$ cat src/rtl/vadd_ctrl_pkg.sv
// Shared types and constants for the vadd kernel control sequencer.
package vadd_ctrl_pkg;

  typedef enum logic [1:0] {
    StIdle,
    StLaunch,
    StRun,
    StDoneWait
  } state_e;

  localparam int unsigned LP_DEFAULT_LENGTH_IN_BYTES = 16384;

  localparam int unsigned CTRL_HS    = 0;
  localparam int unsigned CTRL_CHAIN = 1;

  // The run-cycle counter advances while engines are being launched or running.
  function automatic logic is_busy(state_e s);
    return (s == StLaunch) || (s == StRun);
  endfunction

endpackage

$ cat src/rtl/vadd_ctrl_chain_if.sv
// Host/engine handshake bundle for the vadd control sequencer.
interface vadd_ctrl_chain_if #(
  parameter int unsigned NUM_CHANNELS    = 4,
  parameter int unsigned XFER_SIZE_WIDTH = 32,
  parameter int unsigned CYCLE_CNT_WIDTH = 32
);

  logic                       ap_start;
  logic                       ap_continue;
  logic                       ap_idle;
  logic                       ap_done;
  logic                       ap_ready;
  logic [XFER_SIZE_WIDTH-1:0] scalar_xfer_size;
  logic [NUM_CHANNELS-1:0]    scalar_ch_mask;
  logic [XFER_SIZE_WIDTH-1:0] ch_xfer_size_in_bytes;
  logic [NUM_CHANNELS-1:0]    ch_start;
  logic [NUM_CHANNELS-1:0]    ch_done;
  logic [CYCLE_CNT_WIDTH-1:0] run_cycles;

  // Host and engine side: drives requests, observes status.
  modport master (
    output ap_start, ap_continue, scalar_xfer_size, scalar_ch_mask, ch_done,
    input  ap_idle, ap_done, ap_ready, ch_xfer_size_in_bytes, ch_start, run_cycles
  );

  // Sequencer side.
  modport slave (
    input  ap_start, ap_continue, scalar_xfer_size, scalar_ch_mask, ch_done,
    output ap_idle, ap_done, ap_ready, ch_xfer_size_in_bytes, ch_start, run_cycles
  );

endinterface

$ cat src/rtl/vadd_sat_counter.sv
// Saturating up-counter with synchronous clear and count enable.
module vadd_sat_counter #(
  parameter int unsigned Width = 32
) (
  input  logic             clk,
  input  logic             rst,
  input  logic             clr,
  input  logic             en,
  output logic [Width-1:0] count
);

  logic [Width-1:0] count_q;

  always_ff @(posedge clk) begin
    if (rst || clr) begin
      count_q <= '0;
    end else if (en && (count_q != '1)) begin
      count_q <= count_q + 1'b1;
    end
  end

  assign count = count_q;

endmodule

$ cat src/rtl/vadd_ctrl_chain.sv
// Kernel control sequencer: turns the host ap_start level into per-engine start pulses and
// aggregates engine dones into ap_ctrl_hs or ap_ctrl_chain handshakes.
module vadd_ctrl_chain
  import vadd_ctrl_pkg::*;
#(
  parameter int unsigned NUM_CHANNELS            = 4,
  parameter int unsigned CHAIN_MODE              = CTRL_HS,
  parameter int unsigned XFER_SIZE_WIDTH         = 32,
  parameter int unsigned DEFAULT_LENGTH_IN_BYTES = LP_DEFAULT_LENGTH_IN_BYTES,
  parameter int unsigned CYCLE_CNT_WIDTH         = 32
) (
  input logic              ap_clk,
  input logic              areset,
  vadd_ctrl_chain_if.slave ctrl
);

  localparam bit ChainMode = (CHAIN_MODE == CTRL_CHAIN);
  localparam logic [XFER_SIZE_WIDTH-1:0] DefaultSize = XFER_SIZE_WIDTH'(DEFAULT_LENGTH_IN_BYTES);

  state_e                     state_q, state_d;
  logic                       ap_start_r;
  logic                       pending_q, pending_d;
  logic [NUM_CHANNELS-1:0]    mask_q, mask_d;
  logic [NUM_CHANNELS-1:0]    done_r, done_d;
  logic [NUM_CHANNELS-1:0]    hits;
  logic [XFER_SIZE_WIDTH-1:0] size_q, size_d;
  logic                       idle_q, idle_d;
  logic                       ap_done_q, ap_done_d;
  logic                       ready_q, ready_d;
  logic [NUM_CHANNELS-1:0]    ch_start_q, ch_start_d;
  logic                       start_edge;
  logic                       launch;
  logic                       complete;
  logic                       cnt_clr;
  logic                       cnt_en;
  logic [CYCLE_CNT_WIDTH-1:0] run_cycles;

  assign start_edge = ctrl.ap_start & ~ap_start_r;
  // Dones from disabled channels never contribute.
  assign hits = done_r | (ctrl.ch_done & mask_q);

  always_comb begin
    state_d   = state_q;
    pending_d = pending_q;
    mask_d    = mask_q;
    done_d    = done_r;
    size_d    = size_q;
    launch    = 1'b0;
    complete  = 1'b0;

    unique case (state_q)
      StIdle: begin
        if (start_edge || pending_q) begin
          launch    = 1'b1;
          state_d   = StLaunch;
          pending_d = 1'b0;
          done_d    = '0;
          size_d    = (ctrl.scalar_xfer_size == '0) ? DefaultSize : ctrl.scalar_xfer_size;
          mask_d    = (ctrl.scalar_ch_mask == '0) ? '1 : ctrl.scalar_ch_mask;
        end
      end
      StLaunch: state_d = StRun;
      StRun: begin
        done_d = hits;
        if (hits == mask_q) begin
          complete = 1'b1;
          state_d  = ChainMode ? StDoneWait : StIdle;
        end
      end
      StDoneWait: begin
        if (ctrl.ap_continue) begin
          state_d = StIdle;
        end
      end
      default: state_d = StIdle;
    endcase

    // One-deep start queue; edges beyond the first are dropped.
    if ((state_q != StIdle) && start_edge) begin
      pending_d = 1'b1;
    end

    idle_d     = (state_d == StIdle);
    ap_done_d  = complete | (state_d == StDoneWait);
    ready_d    = complete;
    ch_start_d = (state_d == StLaunch) ? mask_d : '0;
    cnt_clr    = launch;
    cnt_en     = is_busy(state_q);
  end

  always_ff @(posedge ap_clk) begin
    if (areset) begin
      state_q    <= StIdle;
      ap_start_r <= 1'b0;
      pending_q  <= 1'b0;
      mask_q     <= '1;
      done_r     <= '0;
      size_q     <= DefaultSize;
      idle_q     <= 1'b1;
      ap_done_q  <= 1'b0;
      ready_q    <= 1'b0;
      ch_start_q <= '0;
    end else begin
      state_q    <= state_d;
      ap_start_r <= ctrl.ap_start;
      pending_q  <= pending_d;
      mask_q     <= mask_d;
      done_r     <= done_d;
      size_q     <= size_d;
      idle_q     <= idle_d;
      ap_done_q  <= ap_done_d;
      ready_q    <= ready_d;
      ch_start_q <= ch_start_d;
    end
  end

  vadd_sat_counter #(
    .Width(CYCLE_CNT_WIDTH)
  ) u_run_cnt (
    .clk  (ap_clk),
    .rst  (areset),
    .clr  (cnt_clr),
    .en   (cnt_en),
    .count(run_cycles)
  );

  assign ctrl.ap_idle               = idle_q;
  assign ctrl.ap_done               = ap_done_q;
  assign ctrl.ap_ready              = ready_q;
  assign ctrl.ch_start              = ch_start_q;
  assign ctrl.ch_xfer_size_in_bytes = size_q;
  assign ctrl.run_cycles            = run_cycles;

endmodule

$ cat src/flat_wrapper.sv
// flat-port wrapper written by rule: the top's interface ports become plain ports
module vadd_ctrl_chain_flat import vadd_ctrl_pkg::*;
#(
  parameter int unsigned NUM_CHANNELS            = 4,
  parameter int unsigned CHAIN_MODE              = CTRL_HS,
  parameter int unsigned XFER_SIZE_WIDTH         = 32,
  parameter int unsigned DEFAULT_LENGTH_IN_BYTES = LP_DEFAULT_LENGTH_IN_BYTES,
  parameter int unsigned CYCLE_CNT_WIDTH         = 32
)
  (ap_clk, areset, ctrl_ap_start, ctrl_ap_continue, ctrl_scalar_xfer_size, ctrl_scalar_ch_mask, ctrl_ch_done, ctrl_ap_idle, ctrl_ap_done, ctrl_ap_ready, ctrl_ch_xfer_size_in_bytes, ctrl_ch_start, ctrl_run_cycles);
  vadd_ctrl_chain_if #(.NUM_CHANNELS(NUM_CHANNELS), .XFER_SIZE_WIDTH(XFER_SIZE_WIDTH), .CYCLE_CNT_WIDTH(CYCLE_CNT_WIDTH)) ctrl_i ();
  input logic ap_clk;
  input logic areset;
  input wire logic [$bits(ctrl_i.ap_start)-1:0] ctrl_ap_start;
  input wire logic [$bits(ctrl_i.ap_continue)-1:0] ctrl_ap_continue;
  input wire logic [$bits(ctrl_i.scalar_xfer_size)-1:0] ctrl_scalar_xfer_size;
  input wire logic [$bits(ctrl_i.scalar_ch_mask)-1:0] ctrl_scalar_ch_mask;
  input wire logic [$bits(ctrl_i.ch_done)-1:0] ctrl_ch_done;
  output wire logic [$bits(ctrl_i.ap_idle)-1:0] ctrl_ap_idle;
  output wire logic [$bits(ctrl_i.ap_done)-1:0] ctrl_ap_done;
  output wire logic [$bits(ctrl_i.ap_ready)-1:0] ctrl_ap_ready;
  output wire logic [$bits(ctrl_i.ch_xfer_size_in_bytes)-1:0] ctrl_ch_xfer_size_in_bytes;
  output wire logic [$bits(ctrl_i.ch_start)-1:0] ctrl_ch_start;
  output wire logic [$bits(ctrl_i.run_cycles)-1:0] ctrl_run_cycles;
  assign ctrl_i.ap_start = ctrl_ap_start;
  assign ctrl_i.ap_continue = ctrl_ap_continue;
  assign ctrl_i.scalar_xfer_size = ctrl_scalar_xfer_size;
  assign ctrl_i.scalar_ch_mask = ctrl_scalar_ch_mask;
  assign ctrl_i.ch_done = ctrl_ch_done;
  assign ctrl_ap_idle = ctrl_i.ap_idle;
  assign ctrl_ap_done = ctrl_i.ap_done;
  assign ctrl_ap_ready = ctrl_i.ap_ready;
  assign ctrl_ch_xfer_size_in_bytes = ctrl_i.ch_xfer_size_in_bytes;
  assign ctrl_ch_start = ctrl_i.ch_start;
  assign ctrl_run_cycles = ctrl_i.run_cycles;
  vadd_ctrl_chain #(.NUM_CHANNELS(NUM_CHANNELS), .CHAIN_MODE(CHAIN_MODE), .XFER_SIZE_WIDTH(XFER_SIZE_WIDTH), .DEFAULT_LENGTH_IN_BYTES(DEFAULT_LENGTH_IN_BYTES), .CYCLE_CNT_WIDTH(CYCLE_CNT_WIDTH)) u_core (.ap_clk(ap_clk), .areset(areset), .ctrl(ctrl_i));
endmodule
$ cat config.mk
export PLATFORM = sky130hd
export DESIGN_NAME = vadd_ctrl_chain_flat
export DESIGN_NICKNAME = d
export VERILOG_FILES = /design/src/rtl/vadd_ctrl_pkg.sv /design/src/rtl/vadd_ctrl_chain_if.sv /design/src/rtl/vadd_sat_counter.sv /design/src/rtl/vadd_ctrl_chain.sv /design/src/flat_wrapper.sv
export SDC_FILE = /design/constraint.sdc
export NUM_CORES = 1
export LEC_CHECK = 0
export ABC_AREA = 1
export BUFFER_PORTS_ARGS = -buffer_cell sky130_fd_sc_hd__buf_4
export CAP_MARGIN = 20
export CORE_ASPECT_RATIO = 2
export CORE_MARGIN = 5
export CORE_UTILIZATION = 43
export CTS_CLUSTER_SIZE = 30
export DETAILED_ROUTE_END_ITERATION = 8
export PLACE_DENSITY = 0.64
export SETUP_SLACK_MARGIN = 0.02
export SYNTH_ARGS = -nofsm -noshare
export SYNTH_HDL_FRONTEND = slang
export SYNTH_SLANG_ARGS = --single-unit
$ cat constraint.sdc
create_clock -name ap_clk -period 2.1 [get_ports ap_clk]
set_input_delay 0.21 -clock ap_clk [delete_from_list [all_inputs] [get_ports ap_clk]]
set_output_delay 0.21 -clock ap_clk [all_outputs]
set_load 0.02 [all_outputs]
==> reports/results.tsv <==
metric	value	unit
worstHoldStart	ctrl_scalar_xfer_size[9]	
io_pins	115	
instances_no_fill	825	
syn_to_final_growth	33.8	%
crit_required	2.33	ns
cap_viol_max_count	0	
whs	0.0712	ns
p_int	2.96	mW
h-tree-depth	3	
cts-root-buf	clkbuf_16	
switchingPower	1.54	mW
outcome	complete, no violations	
final_nets	764	
hold_viol_final	0	
routed_wl	12800	um
rr_worst_depth	7	
seqPwrFrac	0.404	
coreArea	9320	um^2
crit_arrival	2.11	ns
drive_above_1_share	0.266	
synth.top_cell.area_share	0.409	
clock_skew	0.00519	ns
path_max_fanout	5	
place_area	5150	um^2
fmax	533	MHz
ys_seq_area_frac	0.409	
syn_area	4060	um^2
yosys.area.top_type	dfxtp_1	
syn_nets	632	
swShare	0.343	
stdcell_area	5430	um^2
tns	0	ns
clk_pin_slew	0.07	ns
antenna_found_initial	0	
period_needed	1.88	ns
ys_types	33	
dr.pass1.iters	7	
die_area	11600	um^2
hold_class	in -> reg	
vias	4256	
grt_max_degree	36	
preCtsSetupSlack	0.207	ns
setup.worst_path.start_class	register	
clock_sinks	83	
grt_pass1_wl	20500	um
gp_congestion	1.02	
worstPathCellList	ha_1 -> nand4_1 -> nor2_1 -> nand3_1 -> nor2_1 -> nand2_1 -> and3_1	
rsz0062_at_grt	no	
dp.cells	809	
grt_usage	0.227	
setup_viol	0	
first_iter_violations	169	
r2r-start	u_core.u_run_cnt.count[1]	
worstSetupEndpoint	u_core.u_run_cnt.count[24]	
cp_slowest_cell	dfxtp_1	
grt_pass1_vias	4319	
grt-ovfl-total	0	
worst_slew_pin_slew	0.595	ns
total_power	4.51	mW
die_y	147	um
clockBufferDepth	2	
antenna_cells	0	
cpMostUsedCell	nor2_1	
synth.top_cells.by_area	dfxtp_1 (41%), nand2_1 (17%), inv_1 (5.8%)	
cts_buffers	9	
chipWidth	78.7	um
port_buffers	114	
core.rowCount	50	
synth-seq-cells	83	
crit_start	u_core.u_run_cnt.count[1]	
relSlewSlack	0.599	
ant_nets	0	
cts_setup_buffers	0	
synthCells	584	
finalMaxSlewViolations	0	
wl_per_cell	15.5	um
critPathKind	reg -> reg	
insertion_delay	0.34	ns
start_util	0.435	
p_leak	2.41	nW
ff2ff_setup_slack	0.22	ns
viasPerCell	5.16	
syn_area_per_cell	6.95	um^2
route.detailed.drc	0	
ys_warn_count	0	
fin_ws	0.223	ns
power.density	830	nW/um^2
critPathMaxStageDelay	0.38	ns
cts_tree	yes	
hpwl	10100	um
r2r_end	u_core.u_run_cnt.count[24]	
clkPwrFrac	0.329	
post-route-period-util	0.894	
end_kind	register	
p_comb_frac	0.267	
fin_util	0.583	
ir_drop	531	uV
==> area by class of cell <==
cell class,count,area [um^2]
timing repair buffer,137,1050
clock buffer,9,225
multi-input combinational,417,2050
fill,929,3890
inverter,68,258
sequential,83,1660
clock inverter,7,51.3
tap,104,130
==> layer usage <==
| layer | GRT usage | wire length (um) | part of all wire | vias up |
|---|---|---|---|---|
| met2 | 0.433 | 7020 | 0.55 | 131 |
| met5 | 0 | 0 | 0 | - |
| li1 | - | - | - | 2130 |
| met1 | 0.207 | 4330 | 0.34 | 1953 |
| met3 | 0.0433 | 665 | 0.052 | 42 |
| met4 | 0.156 | 782 | 0.061 | 0 |
==> placed cells by master, fill, tap and decap left out, types with 2 or more instances in the layout <==
cell and instances:
nand2_1 183, a22o_1 3, xnor2_1 3, clkinvlp_4 2
clkbuf_16 9, o32ai_1 3, nor2_1 56, buf_4 135
nor2_4 4, nor3_1 13, nor2_2 4, xor2_1 6
inv_2 4, dfxtp_1 83, o21bai_1 2, ha_1 4
nor4_1 5, o31ai_1 4, nand3_1 22, a21oi_1 24
nand2_2 13, nand2_4 3, o21ai_0 32, nand3b_1 11
inv_6 2, nor3_2 2, buf_12 2, a21oi_2 7
inv_1 63, nand4_1 9, clkinv_2 2
==> worst min path at each step <==
| stage | depth (start not counted) | slack, ns | end |
|---|---|---|---|
| 6_report | 3 | 0.07 | u_core.ctrl.ch_xfer_size_in_bytes[9] |
| 5_1_grt | 3 | 0.09 | u_core.ctrl.ch_xfer_size_in_bytes[10] |
| 4_1_cts | 3 | 0.06 | u_core.ctrl.ch_xfer_size_in_bytes[9] |
| 3_5_place_dp | 3 | 0.42 | u_core.ctrl.ch_xfer_size_in_bytes[8] |
| 3_3_place_gp | 3 | 0.41 | u_core.ctrl.ch_xfer_size_in_bytes[9] |
| 2_1_floorplan | 2 | 0.31 | u_core.ctrl.ch_xfer_size_in_bytes[10] |
==> kinds of logic after synthesis <==
group,Yosys count,synth area share
adders and majority gates,4,0.0123
buffers and inverters,84,0.0848
DFF,83,0.409
and+or+nand+nor,328,0.364
xor gates and xnor gates,9,0.0194
AOI/OAI and AO/OA,76,0.110
==> cell usage after synthesis, drive strengths merged <==
cell	n
clkbuf	9
nand3b	11
buf	7
nor2	64
nor4	5
nand2	199
o21ai	32
o32ai	3
dfxtp	83
nor3b	1
nand3	22
nor3	16
a211oi	1
ha	4
xor2	6
inv	68
nand4	9
xnor2	3
o21bai	2
and3	1
o31ai	4
a22o	3
a21oi	31
==> critical path, delay by kind of cell, from the launching register on <==
kind	cells	cell delay (ns)
simple gates	6	1.14
fa+ha+maj	1	0.25
flops	1	0.38
==> flip-flops by register name, indices dropped and copies added (netlist names) <==
signal and count:
u_core.ctrl.ap_ready 1, u_core.u_run_cnt.count 32, u_core.mask_q 4, u_core.ctrl.ap_done 1, u_core.state_q 2, u_core.ctrl.ch_start 4
u_core.done_r 4, u_core.ctrl.ap_idle 1, u_core.pending_q 1, u_core.ctrl.ch_xfer_size_in_bytes 32, u_core.ap_start_r 1
==> power by group through the flow <==
stage | sequential (mW) | clock (mW) | combinational [mW]
2_1_floorplan | 2.00 | 0 | 0.593
3_3_place_gp | 1.85 | 0 | 1.20
3_5_place_dp | 1.85 | 0 | 1.21
4_1_cts | 1.82 | 1.51 | 1.21
5_1_grt | 1.84 | 1.56 | 1.31
6_report | 1.82 | 1.48 | 1.20
==> timing repair <==
action                     CTS  global route
setup endpoints to repair    0             1
gates resized for setup      0             2
hold buffers                 0             0
Power figures use the tool's default switching activity.
